--- config.mk ---
export PLATFORM = sky130hd
export DESIGN_NAME = bus_region_decode
export DESIGN_NICKNAME = d
export VERILOG_FILES = /design/src/rtl/bus_region_decode.sv
export SDC_FILE = /design/constraint.sdc
export NUM_CORES = 1
export LEC_CHECK = 0
export CAP_MARGIN = 10
export CORE_ASPECT_RATIO = 0.5
export CORE_UTILIZATION = 47
export DETAILED_ROUTE_END_ITERATION = 8
export PLACE_DENSITY_LB_ADDON = 0.25
export SETUP_SLACK_MARGIN = 0.02
export SYNTH_ARGS = -nofsm -noshare
export SYNTH_HDL_FRONTEND = slang
export SYNTH_SLANG_ARGS = --single-unit
--- constraint.sdc ---
create_clock -name clk -period 4.4 [get_ports clk]
set_clock_uncertainty 0.1 [all_clocks]
set_input_delay 1.1 -clock clk [delete_from_list [all_inputs] [get_ports clk]]
set_output_delay 1.1 -clock clk [all_outputs]
set_load 0.01 [all_outputs]
--- src/rtl/bus_region_decode.sv ---
// SM83 bus memory-map decoder: one-hot region select, region offset,
// per-region wait states, single-cycle ack and the boot-ROM overlay latch.
module bus_region_decode #(
    parameter int WAIT_W    = 4,
    parameter int BOOT_SIZE = 256,
    parameter int ECHO_EN   = 1,
    parameter int WAIT_BOOT = 0,
    parameter int WAIT_CART = 0,
    parameter int WAIT_VRAM = 0,
    parameter int WAIT_WRAM = 0,
    parameter int WAIT_IO   = 0,
    parameter int WAIT_HRAM = 0
) (
    input  logic        clk,
    input  logic        rst,
    input  logic        req,
    input  logic        we,
    input  logic [15:0] addr,
    input  logic [7:0]  wdata,
    output logic [5:0]  sel,
    output logic [15:0] offset,
    output logic        busy,
    output logic        ack,
    output logic        unmapped_err,
    output logic        boot_en
);

    typedef enum logic [1:0] {
        S_IDLE,
        S_WAIT,
        S_ACK
    } state_t;

    localparam logic [16:0]       BOOT_LIM = 17'(BOOT_SIZE);
    localparam bit                ECHO     = (ECHO_EN != 0);
    localparam logic [WAIT_W-1:0] W_BOOT   = WAIT_W'(WAIT_BOOT);
    localparam logic [WAIT_W-1:0] W_CART   = WAIT_W'(WAIT_CART);
    localparam logic [WAIT_W-1:0] W_VRAM   = WAIT_W'(WAIT_VRAM);
    localparam logic [WAIT_W-1:0] W_WRAM   = WAIT_W'(WAIT_WRAM);
    localparam logic [WAIT_W-1:0] W_IO     = WAIT_W'(WAIT_IO);
    localparam logic [WAIT_W-1:0] W_HRAM   = WAIT_W'(WAIT_HRAM);
    localparam logic [WAIT_W-1:0] W_ONE    = WAIT_W'(1);

    state_t            r_state;
    state_t            w_next;
    logic [WAIT_W-1:0] r_cnt;
    logic [5:0]        r_sel;
    logic [15:0]       r_off;
    logic              r_err;
    logic              r_boot_en;
    logic              r_clr;

    logic [5:0]        w_sel;
    logic [15:0]       w_off;
    logic              w_err;
    logic [WAIT_W-1:0] w_wait;
    logic              w_ff50;

    // Priority decode: the boot overlay shadows the low cartridge range.
    always_comb begin
        w_sel  = '0;
        w_off  = '0;
        w_err  = 1'b0;
        w_wait = '0;
        if (r_boot_en && ({1'b0, addr} < BOOT_LIM)) begin
            w_sel  = 6'b000001;
            w_off  = addr;
            w_wait = W_BOOT;
        end else if (addr <= 16'h7FFF) begin
            w_sel  = 6'b000010;
            w_off  = addr;
            w_wait = W_CART;
        end else if (addr <= 16'h9FFF) begin
            w_sel  = 6'b000100;
            w_off  = addr - 16'h8000;
            w_wait = W_VRAM;
        end else if (addr <= 16'hBFFF) begin
            w_err  = 1'b1;
        end else if (addr <= 16'hDFFF) begin
            w_sel  = 6'b001000;
            w_off  = addr - 16'hC000;
            w_wait = W_WRAM;
        end else if (addr <= 16'hFDFF) begin
            if (ECHO) begin
                w_sel  = 6'b001000;
                w_off  = addr - 16'hE000;
                w_wait = W_WRAM;
            end else begin
                w_err  = 1'b1;
            end
        end else if (addr <= 16'hFEFF) begin
            w_err  = 1'b1;
        end else if ((addr <= 16'hFF7F) || (addr == 16'hFFFF)) begin
            w_sel  = 6'b010000;
            w_off  = addr - 16'hFF00;
            w_wait = W_IO;
        end else begin
            w_sel  = 6'b100000;
            w_off  = addr - 16'hFF80;
            w_wait = W_HRAM;
        end
    end

    assign w_ff50 = we && (addr == 16'hFF50) && (wdata != 8'h00);

    always_ff @(posedge clk) begin
        if (rst) begin
            r_state <= S_IDLE;
        end else begin
            r_state <= w_next;
        end
    end

    always_comb begin
        w_next = r_state;
        unique case (r_state)
            S_IDLE: begin
                if (req) begin
                    w_next = (w_wait == '0) ? S_ACK : S_WAIT;
                end
            end
            S_WAIT: begin
                if (r_cnt == W_ONE) begin
                    w_next = S_ACK;
                end
            end
            S_ACK: begin
                w_next = S_IDLE;
            end
            default: begin
                w_next = S_IDLE;
            end
        endcase
    end

    // Boot clear is deferred to the ACK exit so the FF50 access itself still decodes normally.
    always_ff @(posedge clk) begin
        if (rst) begin
            r_cnt     <= '0;
            r_sel     <= '0;
            r_off     <= '0;
            r_err     <= 1'b0;
            r_boot_en <= 1'b1;
            r_clr     <= 1'b0;
        end else begin
            case (r_state)
                S_IDLE: begin
                    if (req) begin
                        r_sel <= w_sel;
                        r_off <= w_off;
                        r_err <= w_err;
                        r_cnt <= w_wait;
                        r_clr <= w_ff50;
                    end
                end
                S_WAIT: begin
                    r_cnt <= r_cnt - W_ONE;
                end
                S_ACK: begin
                    r_sel <= '0;
                    r_off <= '0;
                    r_err <= 1'b0;
                    r_cnt <= '0;
                    r_clr <= 1'b0;
                    if (r_clr) begin
                        r_boot_en <= 1'b0;
                    end
                end
                default: begin
                    r_cnt <= '0;
                end
            endcase
        end
    end

    assign sel          = r_sel;
    assign offset       = r_off;
    assign unmapped_err = r_err;
    assign boot_en      = r_boot_en;
    assign busy         = (r_state != S_IDLE);
    assign ack          = (r_state == S_ACK);

endmodule

# Yosys cells after proc, flatten, opt, wreduce, memory -nomap -nowiden
# Cells that the tools add are included.
classes:
  addsub: 6
  multipliers: 0
  div: 0
  n_lt_le_gt_ge: 8
  n_eq_ne: 7
  shift: 0
  n_mux: 36
  bitwise: 0
  n_reduce_logical: 11
ops:
  columns: ["op", "count"]
  rows:
  - ["$mux 16", 9]
  - ["$le 16x16->1 const B", 6]
  - ["$sub 16x16->16 const B", 5]
  - ["$mux 6", 9]
  - ["$eq 16x16->1 const B", 2]
  - ["$pmux 16 s2", 1]
  - ["$le 16x15->1 const B", 1]
  - ["$lt 16x9->1 const B", 1]
  - ["$pmux 6 s2", 1]
  - ["$mux 1", 9]
  - ["$pmux 4 s2", 1]
  - ["$reduce_bool 8->1", 1]
  - ["$reduce_and 2->1", 3]
  - ["$eq 4x1->1 const B", 1]
  - ["$mux 2", 2]
  - ["$mux 4", 1]
  - ["$ne 2x2->1 const B", 2]
  - ["$pmux 1 s2", 2]
  - ["$pmux 2 s2", 1]
  - ["$reduce_bool 2->1", 2]
  - ["$sub 4x1->4 const B", 1]
  - ["$logic_and 1x1->1", 3]
  - ["$eq 2x1->1 const B", 1]
  - ["$eq 2x2->1 const B", 1]
  - ["2 further kinds", 2]
word_totals:
  ff_bits: 31
  latchBits: 0
  ram_bits: 0
  romBits: 0
  out_inout_bits: 26
  n_memories: 0

# Logic depth before layout (Yosys ltp)
# Gate-level depths: netlist of run 1.
depth:
  depth_word: 12
  ltp_mapped: 10

# Least setup slack after synthesis of run 1
# OpenSTA, ideal clock, no wires.
synth_timing:
  path_type: "input to register"
  start: "input port addr[14]"
  end: "register r_off[8], in the netlist offset[8]"
  setup_time_ns: 0.120
  arrival_ns: 2.984
  required_ns: 4.180
  slack_ns: 1.196
  path_stages: 10
  path_buffers: 2
  cell_sequence: "inv_1 ha_1 nand4b_1 o22ai_2 or3_1 buf_6 o41a_1 buf_6 a21boi_4 a211o_1"
synth_via:
  elab_chain_len: 12
synth_rtl:
  columns: ["item", "line_no", "source"]
  rows:
  - ["start: declaration", "18", "input logic [15:0] addr,"]
  - ["$le 16x16->1 or $eq 16x16->1 (tied branches)", "93", "end else if ((addr <= 16'hFF7F) || (addr == 16'hFFFF)) begin"]
  - ["$logic_or 1x1->1", "93", null]
  - ["$mux 16", "93", null]
  - ["$mux 16", "91", "end else if (addr <= 16'hFEFF) begin"]
  - ["$mux 16", "83", "end else if (addr <= 16'hFDFF) begin"]
  - ["$mux 16", "79", "end else if (addr <= 16'hDFFF) begin"]
  - ["$mux 16", "77", "end else if (addr <= 16'hBFFF) begin"]
  - ["$mux 16", "73", "end else if (addr <= 16'h9FFF) begin"]
  - ["$mux 16", "69", "end else if (addr <= 16'h7FFF) begin"]
  - ["$mux 16 *", "65", "if (r_boot_en && ({1'b0, addr} < BOOT_LIM)) begin"]
  - ["$mux 16 *", "148", "if (req) begin"]
  - ["$pmux 16 s2 *", "146", "case (r_state)"]
  - ["end signal: assignment", "150", "r_off <= w_off;"]
  - ["end: declaration", "48", "logic [15:0] r_off;"]
# Mark *: on every way between the ends. The rest lies on a longest branch, timed or not. The select of a mux whose other input is x is not followed.
# A chain may end at the register's enable or synchronous reset.

# Final worst setup path of run 1
layout_timing:
  start: "input port addr[15]"
  end: "register r_off[8], in the netlist offset[8]"
# Same word-level chain as after synthesis.

==> results.sh, run 1 <==
export IMPL_io_pins=54
export IMPL_n_fill_cell=211
export IMPL_wirelength_um=4160
export IMPL_ys_flop_type="dfxtp_1"
export IMPL_clock_latency_ns=0.27
export IMPL_route_detailed_wl_per_inst_um=16.9
export IMPL_max_cap_viol_count=0
export IMPL_drive_above_1_share_pct=10.5
export IMPL_status="finished clean"
export IMPL_synth_fp_nets=199
export IMPL_p_seq_share_pct=44.4
export IMPL_dp_slack_ns=0.339
export IMPL_hold_viol=0
export IMPL_cp_end_kind="flip-flop"
export IMPL_pwr_share_comb_pct=20.0
export IMPL_synth_area_um2=1460
export IMPL_slew_headroom_pct=67.7
export IMPL_clockPowerShare_pct=35.6
export IMPL_ys_ff_latch=26
export IMPL_core_area_um2=2770
export IMPL_grt_usage_pct=25.9
export IMPL_grt_pass1_wl_um=6200
export IMPL_post_route_period_util_pct=87.0
export IMPL_numClockSinks=26
export IMPL_ys_seq_area_share_pct=35.7
export IMPL_cts_resized=0
export IMPL_avgSynthCellArea_um2=9.12
export IMPL_timing_final_max_slew_violations=0
export IMPL_dr_pass1_iters=4
export IMPL_max_freq_mhz=261
export IMPL_root_buffer="clkbuf_8"
export IMPL_worst_ep_arrival_time_ns=3.90
export IMPL_path_clk_slew_ns=0.09
export IMPL_path_cells="clkdlybuf4s50_1 > inv_1 > ha_1 > nand4b_1 > o22ai_2 > or3_1 > o41a_1 > a21boi_4 > a211o_1"
export IMPL_ys_async_sr_fraction_pct=0
export IMPL_p_switching_mw=0.138
export IMPL_setup_viol=0
export IMPL_p_sw_share_pct=24.5
export IMPL_crit_buf_inv=2
export IMPL_start_kind="primary input"
export IMPL_design_die_area_um2=3340
export IMPL_drc_errors=0
export IMPL_cts_setup_buffers=0
export IMPL_cts_hold_buf=0
export IMPL_ant_nets=0
export IMPL_hold_class="flip-flop to flip-flop"
export IMPL_internal_power_mw=0.426
export IMPL_hpwlAfterDp_um=3050
export IMPL_cp_max_fo=9
export IMPL_drtIter0Drc=115
export IMPL_layout_nets=250
export IMPL_cts_max_path_buffers=2
export IMPL_grt_setup_unrepaired="false"
export IMPL_crit_path_max_incr_delay_ns=0.63
export IMPL_antenna_diode_count=0
export IMPL_fin_crit_ns=3.83
export IMPL_h_tree_depth=1
export IMPL_synthCells=160
export IMPL_critical_path_slowest_cell="o41a_1"
export IMPL_area_growth_pct=41.7
export IMPL_tns_ns=0
export IMPL_gp_congestion=0.915
export IMPL_leakage_nw=0.768
export IMPL_power_per_cell_area_nw_per_um2=273
export IMPL_synth_cell_types=42
export IMPL_numPortBuffers=53
export IMPL_cts_tree="yes"
export IMPL_vias=1479
export IMPL_grt_pass1_vias=1243
export IMPL_ir_worst_vdd_mv=0.156
export IMPL_synth_edf_count=0
export IMPL_start_util_pct=52.8
export IMPL_dieHeight_um=41.4
export IMPL_grt_max_degree=25
export IMPL_ys_warn_count=0
export IMPL_criticalPathCategory="primary input to flip-flop"
export IMPL_cp_required_ns=4.47
export IMPL_numCtsBuffers=3
export IMPL_antenna_found_initial=0
export IMPL_routed_via_density=5.99
export IMPL_overflow=0
export IMPL_setup_ws_ns=0.571
export IMPL_die_w_um=80.8
export IMPL_crit_family="compound AO/OA/AOI/OAI gates"
export IMPL_worst_pin_slew_ns=0.481
export IMPL_row_count=13
## power by group through the flow
stage	sequential, mW	clock [mW]	combinational [mW]
2_1_floorplan	0.261	0	0.0454
3_3_place_gp	0.256	0	0.109
3_5_place_dp	0.256	0	0.110
4_1_cts	0.251	0.203	0.111
5_1_grt	0.252	0.215	0.121
6_report	0.251	0.201	0.113
## registers in the layout (all words and copies together) (netlist names)
| name | flops |
|---|---|
| offset | 16 |
| r_state | 1 |
| sel | 6 |
| r_clr | 1 |
| boot_en | 1 |
| unmapped_err | 1 |
## metal layers
layer	track usage [%]	share of wire, %	vias up
met2	44.7	44	72
li1	-	-	707
met5	0	0	-
met3	6.52	7.3	7
met4	5.80	0.96	0
met1	33.9	48	693
## cells in the mapped netlist, drive strengths merged (4+ instances only)
cell	count	area [µm²]
inv	5	18.8
nor3	4	20.0
or2	5	31.3
dfxtp	26	521
a22o	10	97.6
nor4	4	25.0
o21ai	5	25.0
nand3	5	25.0
nor2	10	45.0
ha	11	138
buf	4	37.5
nand2	18	67.6
clkbuf	4	15.0
a32o	7	70.1
nand4	4	25.0
## stage by stage
stage | instances | util, % | area [µm²] | hold WS, ns | power, mW
floorplan | 160 | - | 1460 | 0.349 | 0.306
global placement | 243 | 72.2 | 2000 | 0.330 | 0.365
detailed placement | 243 | 72.2 | 2000 | 0.332 | 0.366
CTS | 247 | 74.8 | 2070 | 0.347 | 0.566
global route | 247 | 74.8 | 2070 | 0.379 | 0.588
finish | 247 | 74.8 | 2070 | 0.345 | 0.565
## cell type report
type | instances | area (µm²) | share of cell area [%]
flip-flops and latches | 26 | 520 | 25.2
clock inverters | 1 | 30.0 | 1.45
repair buffers | 54 | 538 | 26.0
clock buffers | 3 | 41.3 | 2.00
multi-input cells | 120 | 868 | 42.0
well taps | 37 | 46.3 | 2.24
inverters | 6 | 22.5 | 1.09
## placed cells by master (no fill, tap or decap), types with 4 or more instances in the layout
cell type	netlist	layout
nor2_1	9	9
nand3_1	5	5
a32o_1	7	7
or2_2	5	5
o21ai_0	5	5
nand2_1	18	18
nand4_1	4	4
clkdlybuf4s50_1	0	53
inv_1	5	5
dfxtp_1	26	26
ha_1	11	11
nor4_1	4	4
a22o_2	8	8
## worst paths after layout
check,start,to,slack [ns],cells after the start
worst min register to register,offset[12]$_SDFFE_PP0P_,offset[12]$_SDFFE_PP0P_,0.34,2
worst min-delay path,offset[12]$_SDFFE_PP0P_,offset[12]$_SDFFE_PP0P_,0.34,2
worst max register to register,boot_en$_SDFFE_PP1P_,offset[8]$_SDFFE_PP0P_,1.99,6
worst max-delay path,addr[15],offset[8]$_SDFFE_PP0P_,0.57,9
## cell families after synthesis
kind of cell	synth area share [%]
adders and majority gates	9.43
xor gates and xnor gates	0.600
buffers and inverters	5.14
AOI/OAI and AO/OA	27.2
DFF	35.7
and+or+nand+nor	22.0
## worst reg2reg max path: cells and delay by family, from the launching register on
kind	cells	cell delay [ns]
AND/OR/NAND/NOR	2	0.63
AO/OA/AOI/OAI	4	1.23
flip-flops	1	0.36
Note: power is estimated with default switching activity, not from simulation.
==> run 2: changes to the inputs <==
ABC_CLOCK_PERIOD_IN_PS = 4400   (was default)
CAP_MARGIN = 25   (was 10)
==> results of run 2 <==
Same layout as run 1: the final DEF is identical, and so are final timing and power.
==> run 3: changes to the inputs <==
ABC_CLOCK_PERIOD_IN_PS = 4200   (was 4400)
CORE_UTILIZATION = 44   (was 47)
clock period = 4.2 ns   (was 4.4 ns; I/O delays follow)
==> run 3 against run 2 <==
Compared with the run above: register-to-register slack barely moved; die area is 6.6% higher; non-clock buffer count rose by 2; critical path depth did not move; utilization is 7.6 points lower; sequential share of layout area about the same; worst hold slack improved by 0.0016 ns; sequential cell count did not move; first-iteration DRC count shrank 33%; highest routed layer unchanged.
==> results.sh, run 3 (synthesized netlist as in run 1, its figures left out) <==
export IMPL_status="finished clean"
export IMPL_drc_errors=0
export IMPL_design_die_area_um2=3560
export IMPL_path_clk_slew_ns=0.09
export IMPL_min_from="offset[12]$_SDFFE_PP0P_"
export IMPL_tns_ns=0
export IMPL_layout_common_cells="53 x clkdlybuf4s50_1, 26 x dfxtp_1, 18 x nand2_1"
export IMPL_cts_max_path_buffers=2
export IMPL_routed_via_density=5.95
export IMPL_cp_required_ns=4.27
export IMPL_worst_pin_slew_ns=0.479
export IMPL_numPortBuffers=53
export IMPL_wirelength_um=4050
export IMPL_ir_worst_vdd_mv=0.149
export IMPL_max_cap_viol_count=0
export IMPL_die_w_um=83.4
export IMPL_post_dp_cell_area_um2=2010
export IMPL_power_per_cell_area_nw_per_um2=264
export IMPL_hold_path_cell_count=2
export IMPL_dp_slack_ns=0.354
export IMPL_vias=1499
export IMPL_ant_nets=0
export IMPL_largest_register_ffs=16
export IMPL_io_pins=54
export IMPL_cts_resized=0
export IMPL_grt_pass1_vias=1350
export IMPL_grt_setup_unrepaired="false"
export IMPL_dp_cells=248
export IMPL_final_common_cell="clkdlybuf4s50_1"
export IMPL_layout_nets=252
export IMPL_n_fill_cell=274
export IMPL_start_util_pct=47.3
export IMPL_core_area_um2=3080
export IMPL_grt_usage_pct=22.9
export IMPL_timing_final_max_slew_violations=0
export IMPL_fin_area_um2=2070
export IMPL_clock_latency_ns=0.27
export IMPL_rr_startpoint="boot_en$_SDFFE_PP1P_"
export IMPL_h_tree_depth=1
export IMPL_numClockSinks=26
export IMPL_cp_max_fo=7
export IMPL_power_total_mw=0.546
export IMPL_cts_tree="yes"
export IMPL_grt_pass1_wl_um=6380
export IMPL_worst_ep_arrival_time_ns=3.67
export IMPL_cp_end_kind="flip-flop"
export IMPL_hold_class="flip-flop to flip-flop"
export IMPL_start_kind="primary input"
export IMPL_dieHeight_um=42.7
export IMPL_post_route_period_util_pct=85.7
export IMPL_fin_crit_ns=3.60
export IMPL_worstRegToRegCells=6
export IMPL_crit_reg2reg_capture="offset[8]$_SDFFE_PP0P_"
export IMPL_instances_no_fill=252
export IMPL_overflow=0
export IMPL_holdWs_ns=0.346
export IMPL_area_growth_pct=41.9
export IMPL_numCtsBuffers=3
export IMPL_antenna_diode_count=0
export IMPL_cts_hold_buf=0
export IMPL_setup_viol=0
export IMPL_ff2ff_setup_slack_ns=1.99
export IMPL_gp_congestion=0.912
export IMPL_criticalPathCategory="primary input to flip-flop"
export IMPL_postLayoutCoreUtil_pct=67.1
export IMPL_slew_headroom_pct=67.7
export IMPL_hold_end="offset[12]$_SDFFE_PP0P_"
export IMPL_route_detailed_wl_per_inst_um=16.1
export IMPL_row_count=14
export IMPL_hpwlAfterDp_um=3080
export IMPL_hold_viol=0
export IMPL_drtIter0Drc=77
export IMPL_cts_setup_buffers=0
export IMPL_root_buffer="clkbuf_8"
export IMPL_max_freq_mhz=278
export IMPL_setup_ws_ns=0.601
export IMPL_antenna_found_initial=0
export IMPL_grt_max_degree=25
export IMPL_dr_pass1_iters=4
export IMPL_drive_above_1_share_pct=11.3
export IMPL_leakage_nw=0.771
-- run 3: cell count changes in the layout (fill, tap and decap cells not counted) --
cell / delta
clkbuf_8: +1
buf_4: +2
bufinv_16: -1
-- run 3: cell type report --
type / count / area (µm²) / share of cell area, %
Timing Repair Buffer: 56 / 553 / 26.7
Multi-Input combinational cell: 120 / 868 / 42.0
Inverter: 6 / 22.5 / 1.09
Tap cell: 40 / 50.0 / 2.42
Sequential cell: 26 / 520 / 25.2
Clock buffer: 4 / 55.1 / 2.66
-- run 3: worst max path at each step --
stage | slack, ns | end | startpoint
finish | 0.60 | offset[8]$_SDFFE_PP0P_ | addr[15]
global route | 0.53 | offset[8]$_SDFFE_PP0P_ | addr[15]
detailed placement | 0.35 | offset[8]$_SDFFE_PP0P_ | addr[15]
CTS | 0.63 | offset[8]$_SDFFE_PP0P_ | addr[15]
global placement | 0.44 | offset[8]$_SDFFE_PP0P_ | addr[15]
floorplan | 1.05 | offset[8]$_SDFFE_PP0P_ | addr[14]
-- run 3: where the power goes --
part           internal, mW  switching (mW)  leakage (nW)
registers             0.257         0.00598         0.212
logic                0.0635          0.0555         0.530
clock network        0.0839          0.0806        0.0288
total                 0.404           0.142         0.771
-- run 3: layer usage --
layer / track usage, % / up-vias / wire length, µm
li1: - / 714 / -
met1: 31.3 / 714 / 1860
met2: 37.4 / 69 / 1840
met3: 5.45 / 2 / 340
met4: 5.08 / 0 / 8
met5: 0 / - / 0
-- run 3: critical path, cell delays in order --
cell             delay, ns
clkdlybuf4s50_1       0.60
inv_1                 0.14
ha_1                  0.22
nand4b_1              0.11
o22ai_2               0.08
or3_1                 0.50
o41a_1                0.52
a21boi_4              0.16
a211o_1               0.28
